$ cat src/rtl/free_list_pkg.sv
// Shared definitions for the rename-stage physical-register free list.
//
// Holds the sizing constants (physical/architectural register counts,
// ROB depth, zero register), the derived index and pointer widths, and the
// structs that carry register tags between the free list and the ROB.
// The free-list state struct groups the circular array with its pointers.
package free_list_pkg;

   localparam int NUM_PR   = 64;
   localparam int NUM_AR   = 32;
   localparam int NUM_ROB  = 32;
   localparam int ZERO_REG = 31;
   localparam int FL_SIZE  = NUM_PR - NUM_AR;

   localparam int AR_W  = 5;
   localparam int PR_W  = $clog2(NUM_PR);
   localparam int ROB_W = $clog2(NUM_ROB);
   // One extra bit beyond the array index: the wrap bit that tells a full
   // list (tail - head == FL_SIZE) from an empty one (tail == head).
   localparam int PTR_W = $clog2(FL_SIZE) + 1;

   typedef logic [PR_W-1:0]  pr_idx_t;
   typedef logic [AR_W-1:0]  ar_idx_t;
   typedef logic [PTR_W-1:0] ptr_t;

   // The architectural zero register maps to the physical register of the
   // same number and is never renamed.
   localparam pr_idx_t ZERO_PR  = pr_idx_t'(ZERO_REG);
   localparam ar_idx_t ZERO_ARCH = ar_idx_t'(ZERO_REG);

   typedef struct packed {
      pr_idx_t T_idx;
   } FL_ROB_OUT_t;

   typedef struct packed {
      pr_idx_t Told_idx;
   } ROB_FL_OUT_t;

   typedef struct packed {
      pr_idx_t [FL_SIZE-1:0] fl;
      ptr_t                  head;
      ptr_t                  tail;
   } FL_t;

   function automatic ptr_t ptr_inc(input ptr_t p);
      return p + ptr_t'(1);
   endfunction

endpackage

$ cat src/rtl/free_list.sv
// Physical-register free list for an R10000-style rename stage.
//
// Supplies the next free physical register (T_idx) to the ROB and map table
// at dispatch, reclaims Told_idx when the ROB retires an instruction, and on
// a branch mispredict restores its head pointer from a per-ROB-entry
// checkpoint so registers taken by squashed instructions become free again.
//
// Ports:
//   clock, reset        system clock; synchronous active-high reset
//   en                  global enable; no state changes when low
//   dispatch_en         dispatch request this cycle
//   dispatch_dest_idx   architectural destination of the dispatching instr
//   dispatch_ROB_idx    ROB slot being written by that dispatch
//   retire_en           ROB head retiring this cycle
//   retire_dest_idx     architectural destination of the retiring instr
//   ROB_FL_out          Told_idx of the retiring instruction
//   rollback_en         branch mispredict rollback
//   ROB_rollback_idx    ROB index of the mispredicted branch
//   FL_valid            a register is available for the current dispatch
//   FL_ROB_out          T_idx for the dispatching instruction (same cycle)
//   free_count          number of free entries (tail - head)
module free_list
   import free_list_pkg::*;
(
   input  logic              clock,
   input  logic              reset,
   input  logic              en,
   input  logic              dispatch_en,
   input  logic [AR_W-1:0]   dispatch_dest_idx,
   input  logic [ROB_W-1:0]  dispatch_ROB_idx,
   input  logic              retire_en,
   input  logic [AR_W-1:0]   retire_dest_idx,
   input  ROB_FL_OUT_t       ROB_FL_out,
   input  logic              rollback_en,
   input  logic [ROB_W-1:0]  ROB_rollback_idx,
   output logic              FL_valid,
   output FL_ROB_OUT_t       FL_ROB_out,
   output logic [PTR_W-1:0]  free_count
);

   FL_t  fl_reg;
   ptr_t ckpt_reg [NUM_ROB];

   ptr_t head_next;
   ptr_t tail_next;
   logic zero_dest;
   logic ckpt_wr;
   logic pop;
   logic push;
   logic rollback;

   always_comb begin
      zero_dest  = (dispatch_dest_idx == ZERO_ARCH);
      free_count = fl_reg.tail - fl_reg.head;
      FL_valid   = (free_count != '0) || zero_dest;

      FL_ROB_out.T_idx = zero_dest ? ZERO_PR
                                   : fl_reg.fl[fl_reg.head[PTR_W-2:0]];

      rollback = en && rollback_en;
      // A dispatch is accepted when the ROB also takes it (no rollback) and
      // the list can serve it; a stalled dispatch leaves the checkpoint alone.
      ckpt_wr  = en && dispatch_en && !rollback_en && FL_valid;
      pop      = ckpt_wr && !zero_dest;
      push     = en && retire_en && (retire_dest_idx != ZERO_ARCH);

      head_next = fl_reg.head;
      if (rollback) begin
         head_next = ckpt_reg[ROB_rollback_idx];
      end else if (pop) begin
         head_next = ptr_inc(fl_reg.head);
      end

      tail_next = push ? ptr_inc(fl_reg.tail) : fl_reg.tail;
   end

   always_ff @(posedge clock) begin
      if (reset) begin
         for (int i = 0; i < FL_SIZE; i++) begin
            fl_reg.fl[i] <= pr_idx_t'(NUM_AR + i);
         end
         fl_reg.head <= '0;
         fl_reg.tail <= ptr_t'(FL_SIZE);
         for (int i = 0; i < NUM_ROB; i++) begin
            ckpt_reg[i] <= '0;
         end
      end else begin
         fl_reg.head <= head_next;
         fl_reg.tail <= tail_next;
         // The pushed slot lies outside the live range, so a same-cycle pop
         // never needs the value being written.
         if (push) begin
            fl_reg.fl[fl_reg.tail[PTR_W-2:0]] <= ROB_FL_out.Told_idx;
         end
         // Rollback is excluded from ckpt_wr, so head_next here is the
         // post-dispatch head.
         if (ckpt_wr) begin
            ckpt_reg[dispatch_ROB_idx] <= head_next;
         end
      end
   end

   // Occupancy can never exceed the list size; a push into a full list with
   // nothing leaving would lose a register.
   always_ff @(posedge clock) begin
      if (!reset) begin
         assert (free_count <= ptr_t'(FL_SIZE));
         assert (!(push && !pop && !rollback && free_count == ptr_t'(FL_SIZE)));
      end
   end

endmodule

$ cat config.mk
export PLATFORM = sky130hd
export DESIGN_NAME = free_list
export DESIGN_NICKNAME = d
export VERILOG_FILES = /design/src/rtl/free_list_pkg.sv /design/src/rtl/free_list.sv
export SDC_FILE = /design/constraint.sdc
export NUM_CORES = 1
export LEC_CHECK = 0
export BUFFER_PORTS_ARGS = -buffer_cell sky130_fd_sc_hd__buf_2
export CAP_MARGIN = 5
export CORE_ASPECT_RATIO = 0.9
export CORE_MARGIN = 2
export CORE_UTILIZATION = 50
export DETAILED_ROUTE_END_ITERATION = 8
export PLACE_DENSITY = 0.66
export REMOVE_ABC_BUFFERS = 1
export SYNTH_ARGS = -nofsm -noshare
export SYNTH_HDL_FRONTEND = slang
export SYNTH_SLANG_ARGS = --single-unit
$ cat constraint.sdc
create_clock -name clock -period 10.3 [get_ports clock]
set_clock_uncertainty 0.15 [all_clocks]
set_input_delay 1.545 -clock clock [delete_from_list [all_inputs] [get_ports clock]]
set_output_delay 1.545 -clock clock [all_outputs]
set_load 0.005 [all_outputs]
==> impl_metrics.toml, run 1 <==
[synthesis]
netlist_area_mm2 = 0.0185
synth.avg_cell_area_um2 = 11.6
synth.top_cell.area_share_pct = 31.2
synth_area_leaders = "edfxtp_1 31%, dfxtp_1 22%, mux4_2 13%"
yosys.area.top_type = "edfxtp_1"
syn_inst = 1592
dominantRegCellSynth = "dfxtp_1"
yosysSeqAreaShare_pct = 53.2
yosysWarnings = 0
ys_types = 60
synth_edf_count = 192
synthArstFlopShare_pct = 0
ys_ff_latch = 396

[floorplan]
ioPinCount = 45
std_cell_rows = 66
start_util_pct = 50.9
core-area_mm2 = 0.0363
die-area_mm2 = 0.0386
die_h_um = 187
die_w_um = 207

[global_route]
grt_pass1_wl_um = 73500
grt.overflow.total = 0
grt_pass1_vias = 12339
grt_usage_pct = 24.8
antenna_found_initial = 1
grt_max_degree = 187

[placed_design]
place_ws_ns = 4.75
routabilityCongestion = 0.931
io_buffers = 44
place_hpwl_um = 29700

[power_and_ir_drop]
peakVddDrop_v = 0.000105
switching_share_pct = 24.0
powerDensity_mw_per_mm2 = 177
p_int_w = 0.00274
p_comb_share_pct = 9.6
p_seq_share_pct = 47.1
power_leakage_nw = 7.09
p_total_w = 0.00360
power_frac_clock_pct = 43.4
p_sw_w = 0.000865

[worst_setup_path]
cpPeakStageDelay_ns = 0.95
crit_required_ns = 8.61
r2r_end = "ckpt_reg[13][5]"
worstSetupPathDepth = 9
crit_fanout = 30
cp_cell_sequence = "buf_4 -> clkinv_1 -> ha_1 -> nand2b_1 -> a21oi_1 -> o32ai_1 -> a311oi_2 -> nand2_4 -> buf_2"
cp_num_buf_inv = 3
cp-start-kind = "register"
rr_startpoint = "fl_reg[7]"
r2r_cells = 10
cp-startpoint = "fl_reg[7]"
endpoint = "FL_valid"
crit_arrival_ns = 4.41
path_delay_family = "buffers and inverters"
r2r_slack_ns = 5.01
slowest_stage = "a311oi_2"
critPathKind = "register to output port"
end_kind = "output port"

[timing]
final.min_clock_period_ns = 6.11
tightest_slew_ns = 1.31
setup_viol = 0
timing.final.max_slew_violations = 0
post-route-period-util_pct = 59.3
rsz0062_at_grt = "false"
max_slew_margin_pct = 12.5
max_freq_ghz = 0.164
hold_slack_ns = 0.305
setup_slack_ns = 4.19
finalSetupTns_ns = 0
final-hold-violation-count = 0

[finish]
fin_nets = 1613
layout_commonest_cell = "dfxtp_1"
fillerInstances = 2985
area_delta_synth_final_pct = 10.2
drive_above_1_share_pct = 16.1
final_cell_mix = "202 x dfxtp_1, 192 x edfxtp_1, 177 x nor2_1, 151 x nand2_1, 108 x mux4_2"
largest_reg_flops = 204

[job]
cap_viol_max_count = 0

[clock_network]
cts_resized = 0
cts_buffer_depth = 3
cts-root-buf = "clkbuf_16"
ctsHtreeMaxLevel = 2
postCtsSetupBuffers = 0
clkLatencyLatePin_ns = 0.54
cts_buffers = 43
tritoncts = "yes"
hold_buffers = 0
clk_pin_slew_ns = 0.06
clock_sinks = 396

[detailed_routing]
post_drt_via_cell_ratio = 6.15
routed_wl_um = 47600
drc = 0
drt-initial-drc-count = 1400
num_vias = 12794
ant_nets = 0
firstDrtPassIters = 5
wl_per_cell_um = 22.9

[outcome]
status = "finished, final reports clean"

[min_path]
hold_path_class = "register to register"
per-layer routing:
metal	vias up	wire length [µm]	GRT usage, %	part of all wire [%]
met3	69	4130	4.10	8.7
met4	0	1080	6.57	2.3
met1	6377	20600	37.6	43
met5	-	0	0	0
met2	540	21800	37.2	46
li1	5808	-	-	-
through the flow:
step	std cells	cell area, µm²	util, %
after global placement	2001	19000	52.2
after floorplan	1460	17900	-
after detailed placement	2001	19000	52.2
after CTS	2078	20400	56.1
after global routing	2079	20400	56.1
final	2080	20400	56.1
power by group through the flow:
| stage | Clock [W] | Combinational (W) | Sequential, W |
|---|---|---|---|
| 5_1_grt | 0.00164 | 0.000364 | 0.00170 |
| 3_3_place_gp | 0 | 0.000337 | 0.00173 |
| 6_report | 0.00156 | 0.000344 | 0.00169 |
| 4_1_cts | 0.00158 | 0.000341 | 0.00170 |
| 2_1_floorplan | 0 | 0.000178 | 0.00173 |
| 3_5_place_dp | 0 | 0.000340 | 0.00173 |
cell type report:
cell class                      count  area, µm²  share of cell area [%]
Antenna cell                        2       5.00                  0.0245
Sequential cell                   396       9850                    48.3
Inverter                           12       45.0                   0.221
Clock buffer                       62       1210                    5.93
Clock inverter                     15        211                    1.04
Tap cell                          476        596                    2.92
Multi-Input combinational cell   1052       8080                    39.6
Timing Repair Buffer               65        399                    1.96
synth_stat cells, drive strengths merged, types with 2 or more instances:
cell,instances
a221oi,2
nor3b,3
ha,10
and3,8
buf,55
o31ai,2
or3,2
nand2b,37
mux4,108
a2111oi,3
o311ai,2
mux2i,65
a31oi,2
nand3,83
nor2b,68
a211o,75
o22ai,2
o32ai,2
a22o,3
nand2,152
xnor2,3
mux2,2
clkinv,2
nand3b,41
edfxtp,192
nor2,177
inv,10
and2,12
a21oi,52
clkbuf,77
o21ai,5
a211oi,4
and4,3
xor2,4
dfxtp,204
nor3,104
a311oi,2
a221o,2
worst min path at each step:
| stage | startpoint | to | slack [ns] | cells past startpoint |
|---|---|---|---|---|
| 3_5_place_dp | fl_reg[58] | fl_reg[58] | 0.30 | 2 |
| 3_3_place_gp | fl_reg[104] | fl_reg[104] | 0.29 | 1 |
| 5_1_grt | fl_reg[41] | fl_reg[41] | 0.32 | 1 |
| 2_1_floorplan | fl_reg[48] | fl_reg[48] | 0.28 | 2 |
| 4_1_cts | fl_reg[58] | fl_reg[58] | 0.30 | 2 |
| 6_report | fl_reg[58] | fl_reg[58] | 0.31 | 2 |
cells by family (layout without fill, tap and decap cells):
group | Yosys count | count (layout) | share of synthesized area (%)
simple gates | 695 | 695 | 18.2
fa+ha+maj | 11 | 11 | 0.784
buf+inv | 144 | 154 | 3.44
flops | 396 | 396 | 53.2
xor+xnor | 7 | 7 | 0.331
other cells | 0 | 2 | 0
mux | 175 | 175 | 16.8
compound gates | 164 | 164 | 7.21
worst reg2reg max path, cell delays in order, from the launching register on:
cell and delay (ns):
dfxtp_2 0.31, buf_4 0.44, clkinv_1 0.68, ha_1 0.52
nand2b_1 0.07, a21oi_1 0.23, o32ai_1 0.15, a311oi_2 0.95
a21oi_1 0.72, nand2_1 0.48, nand2b_1 0.29
Note: power is estimated with default switching activity, not from simulation.
==> run 2, diff against run 1 <==
Clock period 10.3 ns to 6.4 ns, I/O delays scaled along.
==> run 2 against run 1 <==
Cell count about the same; sequential share of layout area grew 0.15 points; clock power is 52% higher; non-clock buffer count increased by 4; largest power group unchanged; wire length rose by 0.79%; register-to-register slack worse by 2.9 ns; die area stayed put; first-iteration DRC count down 7.8%; sequential cell count did not move; largest cell class unchanged.
==> impl_metrics.toml, run 2 (same netlist as run 1, synthesis figures left out) <==
[global_route]
grt_max_degree = 174
grt_pass1_wl_um = 74600
grt_usage_pct = 25.2
grt_pass1_vias = 12669
grt.overflow.total = 0
antenna_found_initial = 3

[placed_design]
routabilityCongestion = 0.844
io_buffers = 44
place_hpwl_um = 30500

[detailed_routing]
ant_nets = 0
wl_per_cell_um = 23.1
drt-initial-drc-count = 1291
post_drt_via_cell_ratio = 6.20
firstDrtPassIters = 5
routed_wl_um = 48000
drc = 0
num_vias = 12912

[floorplan]
core-area_mm2 = 0.0363
die_w_um = 207
ioPinCount = 45
die_h_um = 187
std_cell_rows = 66
start_util_pct = 50.9
die-area_mm2 = 0.0386

[clock_network]
cts_resized = 0
ctsHtreeMaxLevel = 2
cts_buffers = 43
clock_sinks = 396
tritoncts = "yes"
postCtsSetupBuffers = 0
hold_buffers = 0
clk_pin_slew_ns = 0.06
cts-root-buf = "clkbuf_16"
clkLatencyLatePin_ns = 0.55
cts_buffer_depth = 3

[timing]
max_slew_margin_pct = 33.1
timing.final.max_slew_violations = 0
rsz0062_at_grt = "false"
setup_viol = 0
hold_slack_ns = 0.304
max_freq_ghz = 0.219
tightest_slew_ns = 1.00
final.min_clock_period_ns = 4.56
finalSetupTns_ns = 0
post-route-period-util_pct = 71.2
final-hold-violation-count = 0

[finish]
antennaDiodeCount = 0
fillerInstances = 3017
multi_input_area_mm2 = 0.00808
fin_nets = 1617
final_cell_mix = "202 x dfxtp_1, 192 x edfxtp_1, 177 x nor2_1, 151 x nand2_1, 108 x mux4_2"
layout_commonest_cell = "dfxtp_1"
area_delta_synth_final_pct = 9.86
regArea_mm2 = 0.00985
largest_reg_flops = 204
drive_above_1_share_pct = 16.4

[worst_setup_path]
cp-start-kind = "register"
r2r_cells = 11
crit_required_ns = 5.29
critPathKind = "register to output port"
crit_fanout = 29
crit_arrival_ns = 3.45
end_kind = "output port"

[power_and_ir_drop]
peakVddDrop_v = 0.000150
power_leakage_nw = 7.08
powerDensity_mw_per_mm2 = 278
p_total_w = 0.00565

[outcome]
status = "finished, final reports clean"

[min_path]
hold_depth = 2
hold_path_class = "register to register"

[job]
cap_viol_max_count = 0
## run 2: cell types whose count changed in the layout (fill, tap and decap cells not counted)
cell,change
buf_4,+4
clkbuf_16,+1
clkinv_8,-1
inv_6,-1
clkinv_2,+4
bufinv_16,-5
clkbuf_1,-2
diode_2,-2
clkinvlp_4,+1
clkbuf_8,+3
## run 2: routing by layer
metal	track usage (%)	share of wire (%)	up-vias
li1	-	-	5825
met1	37.5	44	6421
met3	5.01	8.6	95
met4	8.78	3.0	2
met2	36.9	45	569
met5	0	0.027	-
## run 2: area by class of cell
type / instances / share of cell area, %
Inverter: 12 / 0.222
Clock inverter: 13 / 0.314
Sequential cell: 396 / 48.5
Clock buffer: 64 / 6.23
Timing Repair Buffer: 69 / 2.11
Tap cell: 476 / 2.93
Multi-Input combinational cell: 1052 / 39.7
## run 2: stage by stage
stage	utilization, %	instance area (µm²)	std cells	setup slack, ns
final	56.0	20300	2082	1.84
after global routing	56.0	20300	2082	1.66
after CTS	56.0	20300	2082	1.81
after detailed placement	52.3	19000	2005	1.91
after global placement	52.3	19000	2005	1.98
after floorplan	-	17900	1460	0.184
## run 2: path summary, 6_finish.rpt
check | from | endpoint | slack [ns]
worst max register to register | fl_reg[0] | ckpt_reg[26][1] | 2.10
worst max-delay path | fl_reg[6] | FL_ROB_out[4] | 1.84
worst min register to register | fl_reg[19] | fl_reg[19] | 0.30
worst min-delay path | fl_reg[19] | fl_reg[19] | 0.30
## run 2: report_power, final
group          switching [W]  leakage (nW)  internal (W)
Combinational       0.000359          2.78      0.000194
Sequential         0.0000312          3.64       0.00270
Clock                0.00100         0.659       0.00137
## run 2: critical path, stage by stage (launching register included)
cell and delay, ns:
dfxtp_4 0.67, buf_4 0.60, mux4_2 0.58, mux2i_1 0.43
mux4_2 0.33, nand2_1 0.09, buf_2 0.16
==> run 3, diff against run 2 <==
Settings changed: PLACE_DENSITY 0.66 to 0.69.
Clock period 6.4 ns to 4 ns, I/O delays scaled along.
==> run 3 against run 2 <==
Critical path depth rose by 5; sequential cell count did not move; sequential share of layout area fell by 1.0 points; clock-buffer cell count fell by 4; largest power group unchanged.
==> impl_metrics.toml, run 3 (same netlist as run 1, synthesis figures left out) <==
[outcome]
status = "finished, final reports clean"

[floorplan]
die-area_mm2 = 0.0386
die_w_um = 207
start_util_pct = 50.9
die_h_um = 187
core-area_mm2 = 0.0363
std_cell_rows = 66
ioPinCount = 45

[timing]
final-hold-violation-count = 0
setup_viol = 0
rsz0062_at_grt = "false"
final.min_clock_period_ns = 3.79
max_freq_ghz = 0.264
hold_slack_ns = 0.228
timing.final.max_slew_violations = 0
max_slew_margin_pct = 43.0
tightest_slew_ns = 0.852
post-route-period-util_pct = 94.7
setup_slack_ns = 0.213

[worst_setup_path]
end_kind = "register"
r2r_end = "ckpt_reg[27][1]"
r2r_slack_ns = 0.21
critPathKind = "register to register"
crit_arrival_ns = 3.85
crit_fanout = 7
endpoint = "ckpt_reg[27][1]"
cp-start-kind = "register"
r2r_cells = 11
cp-startpoint = "fl_reg[0]"
rr_startpoint = "fl_reg[0]"
crit_required_ns = 4.06

[clock_network]
cts_buffers = 43
tritoncts = "yes"
cts_buffer_depth = 3
cts-root-buf = "clkbuf_16"
postCtsSetupBuffers = 0
clk_pin_slew_ns = 0.06
ctsHtreeMaxLevel = 2
clock_sinks = 396
cts_resized = 0
clkLatencyLatePin_ns = 0.55
hold_buffers = 0

[detailed_routing]
drt-initial-drc-count = 1624
drc = 0
num_vias = 13109
post_drt_via_cell_ratio = 6.16
highest_layer = "met4"
wl_met3_um = 4240
ant_nets = 0
drt-met1-wl_um = 20500
wl_per_cell_um = 22.6
firstDrtPassIters = 5
routed_wl_um = 48000
wl_met2_um = 22300

[placed_design]
place_hpwl_um = 31300
postPlaceCellArea_mm2 = 0.0194
io_buffers = 44
routabilityCongestion = 0.865
place_ws_ns = 0.288

[job]
cap_viol_max_count = 0

[finish]
regArea_mm2 = 0.00985
fillerInstances = 2953
finalInstanceArea_mm2 = 0.0208
final_cell_mix = "202 x dfxtp_1, 192 x edfxtp_1, 177 x nor2_1, 151 x nand2_1, 108 x mux4_2"
area_delta_synth_final_pct = 12.2
layout_commonest_cell = "dfxtp_1"
drive_above_1_share_pct = 18.5
multi_input_area_mm2 = 0.00808
fin_nets = 1662
largest_reg_flops = 204
antennaDiodeCount = 0

[min_path]
hold_path_class = "input port to register"
min-delay-start = "reset"

[global_route]
antenna_found_initial = 0
grt_max_degree = 78
grt_pass1_vias = 12891
grt.overflow.total = 0
grt_pass1_wl_um = 75000
grt_usage_pct = 25.1

[power_and_ir_drop]
peakVddDrop_v = 0.000241
power_leakage_nw = 7.32
powerDensity_mw_per_mm2 = 437
p_total_w = 0.00908
[run 3: per-layer routing]
layer	vias up	global-route usage [%]
li1	5909	-
met5	-	0
met2	564	38.5
met1	6555	37.1
met4	0	5.81
met3	81	4.59
[run 3: cell type report]
cell class / instances / share of cell area, %
Sequential cell: 396 / 47.5
Timing Repair Buffer: 114 / 4.12
Clock inverter: 17 / 0.597
Multi-Input combinational cell: 1052 / 38.9
Inverter: 12 / 0.217
Tap cell: 476 / 2.87
Clock buffer: 60 / 5.83
[run 3: where the power goes]
group	internal [W]	switching, W	leakage [nW]	total (W)
Clock	0.00218	0.00158	0.655	0.00376
Sequential	0.00432	0.0000356	3.64	0.00436
Combinational	0.000347	0.000615	3.02	0.000962
Total	0.00685	0.00224	7.32	0.00908
[run 3: critical path, cell delays in order, from the launching register on]
cell      delay [ns]
dfxtp_1         0.46
inv_1           0.12
ha_1            0.23
fa_1            0.40
nand2b_1        0.16
a21oi_1         0.16
xor2_1          0.28
nor4bb_4        0.12
a21oi_1         0.62
buf_4           0.29
nand2_1         0.17
nand2b_1        0.30
[run 3: worst min path at each step]
stage	slack [ns]	to	cells after the start
2_1_floorplan	0.28	fl_reg[48]	2
3_3_place_gp	0.29	fl_reg[102]	1
3_5_place_dp	0.29	fl_reg[38]	1
4_1_cts	0.21	fl_reg[9]	2
5_1_grt	0.23	fl_reg[9]	2
6_report	0.23	fl_reg[9]	2
[run 3: through the flow]
step	util, %	TNS [ns]	instances
after detailed placement	53.5	0	2050
final	57.1	0	2127
after CTS	57.1	0	2127
after floorplan	-	-750.01	1460
after global placement	53.5	0	2050
after global routing	57.1	0	2127
